--- src/rtl/approx_mul_pkg.sv ---
// Shared definitions for the approximate-multiplier family: default operand
// widths and the divider FSM state encoding.
package approx_mul_pkg;

  localparam int DIVIDEND_W_DEF = 8;
  localparam int DIVISOR_W_DEF  = 4;

  typedef enum logic [1:0] {
    IDLE = 2'd0,
    RUN  = 2'd1,
    DONE = 2'd2
  } div_state_e;

endpackage

--- src/rtl/div_step.sv ---
// One restoring-division step: trial subtract of the divisor from the shifted
// partial remainder; keep the difference only when it does not borrow.
module div_step #(
  parameter int W = 5
) (
  input  logic [W-1:0] rem_i,
  input  logic [W-1:0] dvs_i,
  output logic [W-1:0] rem_o,
  output logic         q_o
);

  logic [W:0]   carry;
  logic [W-1:0] diff;

  // rem - dvs as rem + ~dvs + 1; final carry-out high means no borrow
  assign carry[0] = 1'b1;

  for (genvar i = 0; i < W; i++) begin : g_fa
    full_adder u_fa (
      .a  (rem_i[i]),
      .b  (~dvs_i[i]),
      .ci (carry[i]),
      .s  (diff[i]),
      .co (carry[i+1])
    );
  end

  assign q_o   = carry[W];
  assign rem_o = q_o ? diff : rem_i;

endmodule

--- src/rtl/full_adder.sv ---
// One-bit full adder cell, the ripple building block of the multiplier family.
module full_adder (
  input  logic a,
  input  logic b,
  input  logic ci,
  output logic s,
  output logic co
);

  assign s  = a ^ b ^ ci;
  assign co = (a & b) | (ci & (a ^ b));

endmodule

--- src/rtl/approx_mul_inverse_div.sv ---
// Sequential restoring divider recovering operand a from product Y and known b,
// one quotient bit per cycle, MSB first, with valid/ready handshakes.
import approx_mul_pkg::*;

module approx_mul_inverse_div #(
  parameter int DIVIDEND_W = DIVIDEND_W_DEF,
  parameter int DIVISOR_W  = DIVISOR_W_DEF
) (
  input  logic                  clk,
  input  logic                  rst_n,
  input  logic                  in_valid,
  output logic                  in_ready,
  input  logic [DIVIDEND_W-1:0] dividend,
  input  logic [DIVISOR_W-1:0]  divisor,
  output logic                  out_valid,
  input  logic                  out_ready,
  output logic [DIVIDEND_W-1:0] quotient,
  output logic [DIVISOR_W-1:0]  remainder,
  output logic                  div_zero
);

  localparam int CNT_W = (DIVIDEND_W > 1) ? $clog2(DIVIDEND_W) : 1;
  localparam logic [CNT_W-1:0] CNT_LAST = CNT_W'(DIVIDEND_W - 1);

  div_state_e             state_q;
  logic [DIVIDEND_W-1:0]  dvd_q;
  logic [DIVISOR_W-1:0]   dvs_q;
  logic [DIVISOR_W:0]     rem_q;
  logic [DIVIDEND_W-1:0]  quo_q;
  logic [CNT_W-1:0]       cnt_q;
  logic                   div_zero_q;

  logic [DIVISOR_W:0]     rem_shl;
  logic [DIVISOR_W:0]     rem_d;
  logic                   qbit_d;

  // shift the next dividend MSB into the partial remainder
  assign rem_shl = (rem_q << 1) | {{DIVISOR_W{1'b0}}, dvd_q[DIVIDEND_W-1]};

  div_step #(.W(DIVISOR_W + 1)) u_step (
    .rem_i (rem_shl),
    .dvs_i ({1'b0, dvs_q}),
    .rem_o (rem_d),
    .q_o   (qbit_d)
  );

  always_ff @(posedge clk or negedge rst_n) begin
    if (!rst_n) begin
      state_q    <= IDLE;
      dvd_q      <= '0;
      dvs_q      <= '0;
      rem_q      <= '0;
      quo_q      <= '0;
      cnt_q      <= '0;
      div_zero_q <= 1'b0;
    end else begin
      case (state_q)
        IDLE: if (in_valid) begin
          dvd_q <= dividend;
          dvs_q <= divisor;
          cnt_q <= '0;
          if (divisor == '0) begin
            state_q    <= DONE;
            quo_q      <= '1;
            rem_q      <= {1'b0, dividend[DIVISOR_W-1:0]};
            div_zero_q <= 1'b1;
          end else begin
            state_q    <= RUN;
            quo_q      <= '0;
            rem_q      <= '0;
            div_zero_q <= 1'b0;
          end
        end
        RUN: begin
          dvd_q <= dvd_q << 1;
          rem_q <= rem_d;
          quo_q <= (quo_q << 1) | {{(DIVIDEND_W-1){1'b0}}, qbit_d};
          cnt_q <= cnt_q + CNT_W'(1);
          if (cnt_q == CNT_LAST) state_q <= DONE;
        end
        DONE: if (out_ready) state_q <= IDLE;
        default: state_q <= IDLE;
      endcase
    end
  end

  assign in_ready  = (state_q == IDLE);
  assign out_valid = (state_q == DONE);
  assign quotient  = quo_q;
  assign remainder = rem_q[DIVISOR_W-1:0];
  assign div_zero  = div_zero_q;

endmodule

--- config.mk ---
export PLATFORM = sky130hd
export DESIGN_NAME = approx_mul_inverse_div
export DESIGN_NICKNAME = d
export VERILOG_FILES = /design/src/rtl/approx_mul_pkg.sv /design/src/rtl/div_step.sv /design/src/rtl/full_adder.sv /design/src/rtl/approx_mul_inverse_div.sv
export SDC_FILE = /design/constraint.sdc
export NUM_CORES = 1
export LEC_CHECK = 0
export CAP_MARGIN = 20
export CORE_AREA = 2 2 62 64
export CTS_BUF_LIST = sky130_fd_sc_hd__clkbuf_8
export CTS_CLUSTER_SIZE = 24
export DETAILED_ROUTE_END_ITERATION = 10
export DIE_AREA = 0 0 64 66
export GPL_ROUTABILITY_DRIVEN = 1
export GPL_TIMING_DRIVEN = 1
export PLACE_DENSITY_LB_ADDON = 0.2
export SLEW_MARGIN = 20
export SYNTH_ARGS = -nofsm -noshare
export SYNTH_HDL_FRONTEND = slang
export SYNTH_SLANG_ARGS = --single-unit
--- constraint.sdc ---
create_clock -name clk -period 2.95 [get_ports clk]
set_clock_uncertainty 0.05 [all_clocks]
set_input_delay 0.59 -clock clk [delete_from_list [all_inputs] [get_ports clk]]
set_output_delay 0.59 -clock clk [all_outputs]
set_load 0.01 [all_outputs]
**Word level (Yosys, flattened, before mapping)**

Index checks and enable logic that the tools add are counted.

- Reduce and logical (&&, ||, !) cells: 6
- Add/subtract/negate cells: 1
- Mux-type cells: 17
- Bitwise gates (word level): 28
- Eq/ne operators: 6

Operators with widths:

| kind | count |
|---|---|
| 8-bit case mux with 2 select lines | 2 |
| 8-bit 2-to-1 mux | 3 |
| 4-bit 2-to-1 mux | 3 |
| 1-bit AND | 8 |
| 2-bit 2-to-1 mux | 4 |
| 8-bit by 1-bit OR with 8-bit output | 1 |
| 4-bit case mux with 2 select lines | 1 |
| 1-bit XOR | 7 |
| 1-bit NOT | 6 |
| 2-bit case mux with 3 select lines | 1 |
| 3-bit case mux with 2 select lines | 1 |
| 1-bit OR | 5 |
| 5-bit by 1-bit OR with 5-bit output | 1 |
| 4-bit logical NOT | 1 |
| 2-bit inequality test, second input constant | 2 |
| 2-bit AND reduction | 2 |
| 3-bit by 1-bit adder with 3-bit output, second input constant | 1 |
| 3-bit equality test, second input constant | 1 |
| 3-bit 2-to-1 mux | 1 |
| 3-bit AND reduction | 1 |
| 2-bit by 1-bit equality test with 1-bit output, second input constant | 1 |
| 2-bit equality test, second input constant | 1 |
| 2-bit logical NOT | 1 |
| 2-bit by 1-bit inequality test with 1-bit output, second input constant | 1 |
| other kinds (2) | 2 |

- Flip-flop bits (word level): 30
- Bits of input ports: 16

**Logic depth before layout (Yosys ltp)**

Gate-level depths: netlist of the first run.

- Depth in word-level cells: 13
- Gate-level depth with buffers: 10
- Depth with buffers taken out: 9

**Cells and area by module**

Synthesis of the first run repeated with hierarchy kept, for this count alone.

- Cell total of the unflattened synthesis: 125
- Area, all modules: 1,501.4 µm²

By module, submodules not included:

| module | area an instance (µm²) | times used | cells an instance | sequential area each (µm²) |
|---|---|---|---|---|
| approx_mul_inverse_div | 1,322.5 | 1 | 109 | 750.7 |
| full_adder | 20.0 | 5 | 1 | 0.0 |
| div_step | 78.8 | 1 | 11 | 0.0 |

**Least setup slack after synthesis of the first run**

No wires, ideal clock.

- Path kind: register to register
- Start point: reg dvs_q[0]
- End point: reg rem_q[3]
- Setup slack: 0.735 ns
- Path buffers: 0
- Setup time: 0.126 ns
- Clock period less this slack: 2.215 ns
- Data required time: 2.774 ns
- Stages on the path, launching flop included: 9
- Arrival: 2.040 ns
- Path through: dfrtp_1 -> ha_1 -> fa_1 -> fa_1 -> inv_1 -> fa_1 -> o21a_1 -> o21ai_0 -> a21oi_1

- Word-level cells in the longest chain between the ends: 13

Ends and longest elaborated chain:

| element | RTL line | source |
|---|---|---|
| start, declared | approx_mul_inverse_div.sv:27 | `logic [DIVISOR_W-1:0] dvs_q;` |
| start signal, assigned | approx_mul_inverse_div.sv:60 | `dvs_q <= divisor;` |
| 1-bit NOT (*) | div_step.sv:21 | `.b (~dvs_i[i]),` |
| 1-bit AND / 1-bit XOR (equally long branches) | full_adder.sv:11 | `assign co = (a & b) \| (ci & (a ^ b));` |
| 1-bit OR (*) | full_adder.sv:11 |  |
| 1-bit AND (*) | full_adder.sv:11 |  |
| 1-bit OR (*) | full_adder.sv:11 |  |
| 1-bit AND (*) | full_adder.sv:11 |  |
| 1-bit OR (*) | full_adder.sv:11 |  |
| 1-bit AND | full_adder.sv:11 |  |
| 1-bit OR | full_adder.sv:11 |  |
| 1-bit AND | full_adder.sv:11 |  |
| 1-bit OR | full_adder.sv:11 |  |
| 4-bit 2-to-1 mux (*) | div_step.sv:29 | `assign rem_o = q_o ? diff : rem_i;` |
| 4-bit case mux with 2 select lines (*) | approx_mul_inverse_div.sv:57 | `case (state_q)` |
| end signal, assigned | approx_mul_inverse_div.sv:65 | `rem_q <= {1'b0, dividend[DIVISOR_W-1:0]};` |
| end signal, assigned | approx_mul_inverse_div.sv:76 | `rem_q <= rem_d;` |
| end, declared | approx_mul_inverse_div.sv:28 | `logic [DIVISOR_W:0] rem_q;` |

Every way passes the cells marked *; elsewhere a longest branch is shown, timed or not.
A chain may end at the register's enable or synchronous reset.

**Worst setup path in the final report of the first run**

- Start point: reg dvd_q[7]
- End point: reg rem_q[3]

- Word-level cells in the longest chain between the ends: 13

Ends and longest elaborated chain:

| element | RTL line | source |
|---|---|---|
| start, declared | approx_mul_inverse_div.sv:26 | `logic [DIVIDEND_W-1:0] dvd_q;` |
| start signal, assigned | approx_mul_inverse_div.sv:59 | `dvd_q <= dividend;` |
| start signal, assigned | approx_mul_inverse_div.sv:75 | `dvd_q <= dvd_q << 1;` |
| 5-bit by 1-bit OR with 5-bit output (*) | approx_mul_inverse_div.sv:38 | `assign rem_shl = (rem_q << 1) \| {{DIVISOR_W{1'b0}}, dvd_q[DIVIDEND_W-1]};` |
| 1-bit AND / 1-bit XOR (equally long branches) | full_adder.sv:11 |  |
| 1-bit OR (*) | full_adder.sv:11 |  |
| 1-bit AND (*) | full_adder.sv:11 |  |
| 1-bit OR (*) | full_adder.sv:11 |  |
| 1-bit AND (*) | full_adder.sv:11 |  |
| 1-bit OR (*) | full_adder.sv:11 |  |
| 1-bit AND | full_adder.sv:11 |  |
| 1-bit OR | full_adder.sv:11 |  |
| 1-bit AND | full_adder.sv:11 |  |
| 1-bit OR | full_adder.sv:11 |  |
| 4-bit 2-to-1 mux (*) | div_step.sv:29 |  |
| 4-bit case mux with 2 select lines (*) | approx_mul_inverse_div.sv:57 |  |

Marks and branches as above.

==> results of run 1 <==
==> cell usage after synthesis, drive strengths merged (2+ instances only) <==
cell and count:
fa 3, a21oi 3, a31oi 11, nor2b 5, a22o 3, mux2 5, nor2 11, buf 15
ha 3, a22oi 10, dfrtp 30, nand2 21, o22a 2, inv 5, o21ai 12, o311ai 3
==> per-stage QoR <==
stage,hold WS [ns],setup WS [ns],power [mW],util [%]
2_1_floorplan,0.244,0.735,1.48,-
3_3_place_gp,0.440,0.684,1.76,52.4
3_5_place_dp,0.446,0.614,1.80,52.4
4_1_cts,0.460,0.611,2.12,54.7
5_1_grt,0.480,0.530,2.28,54.7
6_report,0.457,0.617,2.11,54.7
==> critical path, stage by stage, from the launching register on <==
cell	delay (ns)
dfrtp_1	0.36
inv_1	0.05
ha_1	0.19
fa_1	0.38
fa_1	0.37
inv_1	0.07
fa_1	0.40
o21a_1	0.11
o21ai_0	0.15
a21oi_1	0.08
==> power groups by stage <==
stage               clock, mW  sequential [mW]  combinational, mW
global route            0.343            0.804               1.13
floorplan                   0            0.746              0.729
global placement            0            0.771              0.984
CTS                     0.323            0.775               1.02
detailed placement          0            0.779               1.02
finish                  0.318            0.780               1.01
==> registers in the layout (all words and copies together), names as in the netlist <==
| signal | cells |
|---|---|
| quotient | 8 |
| dvs_q | 4 |
| div_zero | 1 |
| cnt_q | 3 |
| rem_q | 4 |
| state_q | 2 |
| dvd_q | 8 |
==> logic make-up after synthesis <==
group | count (synthesis) | share of synthesized area (%)
flip-flops | 30 | 48.2
adder cells (fa/ha/maj) | 6 | 6.27
AO/OA/AOI/OAI | 48 | 21.1
AND/OR/NAND/NOR | 42 | 13.1
multiplexers | 5 | 3.62
buffers and inverters | 21 | 7.72
==> per-layer routing <==
layer	up-vias	track usage [%]	part of all wire, %
li1	585	-	-
met5	-	0	0
met3	5	4.09	4.3
met2	31	31.9	50
met1	617	20.5	44
met4	0	8.15	1.6
==> cell type report <==
cell class,instances,area [µm²],share of cell area [%]
Tap cell,48,60.1,3.09
Multi-Input combinational cell,101,686,35.3
Inverter,5,18.8,0.966
Clock buffer,6,82.6,4.25
Sequential cell,30,751,38.6
Timing Repair Buffer,36,345,17.8
==> worst max-delay path by stage <==
stage	slack [ns]	startpoint	to	cells after the start
finish	0.62	dvd_q[7]	rem_q[3]	9
global route	0.53	dvd_q[7]	rem_q[3]	9
CTS	0.61	dvd_q[7]	rem_q[3]	9
detailed placement	0.61	dvd_q[7]	rem_q[3]	9
global placement	0.68	dvs_q[0]	rem_q[3]	8
floorplan	0.73	dvs_q[0]	rem_q[3]	8
==> cells in the final DEF, fill, tap and decap left out, types with 5 or more instances in the layout <==
cell type	count
mux2_2	5
buf_4	6
nor2_1	11
inv_1	5
a31oi_1	11
o21ai_0	12
clkbuf_8	6
dfrtp_1	30
clkdlybuf4s50_1	30
nand2_1	21
a22oi_1	9
==> flow_summary.yaml, run 1 <==
status:
  status: "completed"
synth:
  synth_edf_count: 0
  ys_seq_elements: 30
  synth_nets: 174
  syn_area_um2: 1560
  yosysWarnings: 0
  avgSynthCellArea_um2: 10.2
  synth_ff_type: "dfrtp_1"
  ys_seq_area_share_pct: 48.2
  syn_inst: 152
  async_reset_ff_share_pct: 100
  synth_area_leaders: "dfrtp_1, nand2_1, a31oi_1, a22oi_1, fa_1"
  yosys.cell_types.count: 31
  synth_top_cell_area_share_pct: 48.2
  synth.largest_area_cell: "dfrtp_1"
clock_tree:
  clkSlewWorstSetupHoldPaths_ns: 0.06
  cts_buffer_depth: 2
  clockRootBuffer: "clkbuf_8"
  clock_latency_ns: 0.27
  hold_buffers: 0
  cts_resized: 0
  cts_tree: "yes"
  cts_setup_buffers: 0
  htreeDepth: 2
  cts_sinks: 30
  cts_made_buffers: 5
power_and_ir_drop:
  p_per_area_nw_per_um2: 1090
  total_leakage_power_nw: 0.818
  p_int_mw: 1.31
  p_switching_mw: 0.801
  power_frac_comb_pct: 48.0
  clkPwrFrac_pct: 15.1
  power_frac_seq_pct: 37.0
  swShare_pct: 38.0
  ir_worst_vdd_mv: 0.464
detailed_routing:
  post_drt_via_cell_ratio: 5.48
  first_pass_iters: 4
  num_vias: 1238
  drtAntennaViolNets: 0
  wl_mm: 3.37
  post_drt_wl_per_cell_um: 14.9
  drt_iter0_markers: 47
  drc: 0
finish:
  fin_area_um2: 1940
  diodes: 0
  final_layout_size_suffix_gt1_share_pct: 12.4
  fillerInstances: 314
  area_growth_pct: 24.8
  fin_nets: 201
  final_cells: 226
global_routing:
  grt.total_usage_pct: 17.9
  grt_max_degree: 31
  first_global_vias: 1300
  overflow: 0
  antenna_found_initial: 0
  grt_first_pass_wirelength_mm: 5.78
sta:
  finalMaxSlewViolations: 0
  finalSetupViolations: 0
  slew_headroom_pct: 57.2
  rsz0062_at_grt: "false"
  fin_crit_ns: 2.33
  max_freq_mhz: 429
  final_hold_viol_count: 0
  timing.setup.tns_ns: 0
  worst_pin_slew_ns: 0.640
  fin_crit_sh_pct: 79.1
floorplan:
  design.core.area_um2: 3550
  io_pins: 31
  start_util_pct: 43.8
  die_w_um: 64
  die_y_um: 66
  dieArea_um2: 4220
  fp-row-count: 22
worst_hold_path:
  hold_start: "cnt_q[0]"
  hold_path_depth: 1
  hold_class: "register to register"
  hold_end: "cnt_q[0]"
placed_design:
  gp_congestion: 0.817
  numPortBuffers: 30
  dp_hpwl_mm: 2.35
  dp_cells: 220
  dpl_cell_area_um2: 1860
worst_setup_path:
  cp-end-kind: "register"
  path_class: "register to register"
  path_max_fanout: 3
  r2r-start: "dvd_q[7]"
  timing.rr.end: "rem_q[3]"
  rrSetupSlack_ns: 0.62
  rr_worst_depth: 9
  cp.arrival_ns: 2.44
  start_kind: "register"
  worstPathRequired_ns: 3.06
run:
  drv_cap: 0
Note: power is estimated with default switching activity, not from simulation.
==> run 2, diff against run 1 <==
- clock period: 2.95 -> 2.3 ns (I/O delays scaled with it)
==> flow_summary.yaml, run 2 (synthesis results as in run 1) <==
status:
  status: "completed"
placed_design:
  numPortBuffers: 30
  dp_cells: 222
  pre_cts_ws_ns: -0.0279
  dpl_cell_area_um2: 1880
  gp_congestion: 0.808
  dp_hpwl_mm: 2.54
worst_setup_path:
  crit_cells: 8
  path_max_fanout: 2
  start_kind: "register"
  cp_slowest_cell: "fa_2"
  cp-startpoint: "dvs_q[0]"
  critical_path.cell_chain: "ha_2 > fa_2 > fa_2 > inv_2 > fa_2 > o21a_1 > o21ai_1 > a21oi_1"
  cp-end-kind: "register"
  cpMostUsedCell: "fa_2"
  crit_path_end: "rem_q[3]"
  crit_family: "adder cells"
  worstPathRequired_ns: 2.41
  r2r-start: "dvs_q[0]"
  rr_worst_depth: 8
  crit_buf_inv: 1
  timing.rr.end: "rem_q[3]"
  slowest_delay_ns: 0.42
  path_class: "register to register"
  rrSetupSlack_ns: 0.1
  cp.arrival_ns: 2.32
finish:
  multi_input_area_um2: 696
  final_layout_size_suffix_gt1_share_pct: 15.9
  area_growth_pct: 26.5
  final_util_pct: 55.5
  fin_nets: 204
  mostFrequentLayoutCells: "dfrtp_1, clkdlybuf4s50_1, nand2_1"
  final_cells: 230
  fillerInstances: 319
  diodes: 0
  register_area_um2: 751
  fin_area_um2: 1970
power_and_ir_drop:
  p_switching_mw: 1.06
  p_int_mw: 1.70
  clkPwrFrac_pct: 13.7
  power_frac_comb_pct: 51.0
  swShare_pct: 38.4
  total_leakage_power_nw: 0.831
  p_per_area_nw_per_um2: 1400
  power.total_mw: 2.76
  ir_worst_vdd_mv: 0.641
  power_frac_seq_pct: 35.4
detailed_routing:
  wl_mm: 3.53
  post_drt_via_cell_ratio: 5.54
  num_vias: 1275
  post_drt_wl_per_cell_um: 15.3
  drt_iter0_markers: 67
  drtAntennaViolNets: 0
  first_pass_iters: 4
  drc: 0
global_routing:
  grt.total_usage_pct: 19.8
  antenna_found_initial: 0
  grt_max_degree: 31
  overflow: 0
  first_global_vias: 1411
  grt_first_pass_wirelength_mm: 6.33
clock_tree:
  cts_tree: "yes"
  cts_made_buffers: 5
  clkSlewWorstSetupHoldPaths_ns: 0.06
  cts_sinks: 30
  clock_latency_ns: 0.28
  cts_buffer_depth: 2
  htreeDepth: 2
  clockRootBuffer: "clkbuf_8"
sta:
  finalSetupViolations: 0
  setup_ws_ns: 0.0975
  timing.setup.tns_ns: 0
  max_freq_mhz: 454
  worst_pin_slew_ns: 0.411
  finalMaxSlewViolations: 0
  holdWs_ns: 0.454
  fin_crit_ns: 2.20
  rsz0062_at_grt: "true"
  fin_crit_sh_pct: 95.8
  slew_headroom_pct: 72.6
  final_hold_viol_count: 0
run:
  drv_cap: 0
floorplan:
  die_w_um: 64
  dieArea_um2: 4220
  die_y_um: 66
  start_util_pct: 43.8
  fp-row-count: 22
  io_pins: 31
  design.core.area_um2: 3550
worst_hold_path:
  hold_class: "register to register"
run 2: cell count changes in the layout (fill, tap and decap cells not counted), sizes merged:
cell    delta
buf        +3
inv        +2
clkbuf     -1
run 2: how the worst min path moves through the flow:
stage	start	endpoint	slack (ns)	cells past startpoint
final	div_zero	div_zero	0.45	1
after global routing	dvs_q[3]	dvs_q[3]	0.47	1
after CTS	div_zero	div_zero	0.46	1
after detailed placement	dvd_q[0]	dvd_q[0]	0.45	1
after global placement	div_zero	div_zero	0.44	1
after floorplan	rst_n	cnt_q[0]	0.11	0
run 2: cell type report:
class | instances | share of cell area [%]
flip-flops and latches | 30 | 38.1
repair buffers | 39 | 18.7
clock buffers | 5 | 3.49
multi-input cells | 101 | 35.3
clock inverters | 2 | 0.381
inverters | 5 | 0.953
well taps | 48 | 3.05
run 2: metal layers:
layer / vias to the layer above / share of wire, % / global-route usage [%]
li1: 592 / - / -
met1: 643 / 41 / 21.6
met2: 31 / 52 / 35.7
met3: 9 / 4.6 / 4.94
met4: 0 / 2.3 / 9.51
met5: - / 0 / 0
run 2: power groups by stage:
| stage | registers (mW) | logic [mW] | clock network [mW] |
|---|---|---|---|
| after CTS | 0.978 | 1.41 | 0.384 |
| after floorplan | 0.957 | 0.936 | 0 |
| after global placement | 0.970 | 1.31 | 0 |
| after detailed placement | 0.984 | 1.37 | 0 |
| after global routing | 1.01 | 1.60 | 0.413 |
| final | 0.977 | 1.41 | 0.378 |
run 2: repair_timing:
action                     CTS  global route
buffers inserted             1             0
hold buffers                 0             0
setup endpoints to repair    2             4
pin swaps                    0             1
gates resized for setup      3             3
run 2: worst reg2reg max path, cell delays in order (launching register included):
cell and delay [ns]:
dfrtp_1 0.38, ha_2 0.19, fa_2 0.34, fa_2 0.34
inv_2 0.06, fa_2 0.42, o21a_1 0.11, o21ai_1 0.12
a21oi_1 0.07
==> run 3, diff against run 2 <==
- CTS_CLUSTER_SIZE: 24 -> default
==> results of run 3 <==
Final layout, timing and power as in run 2 (identical DEF).
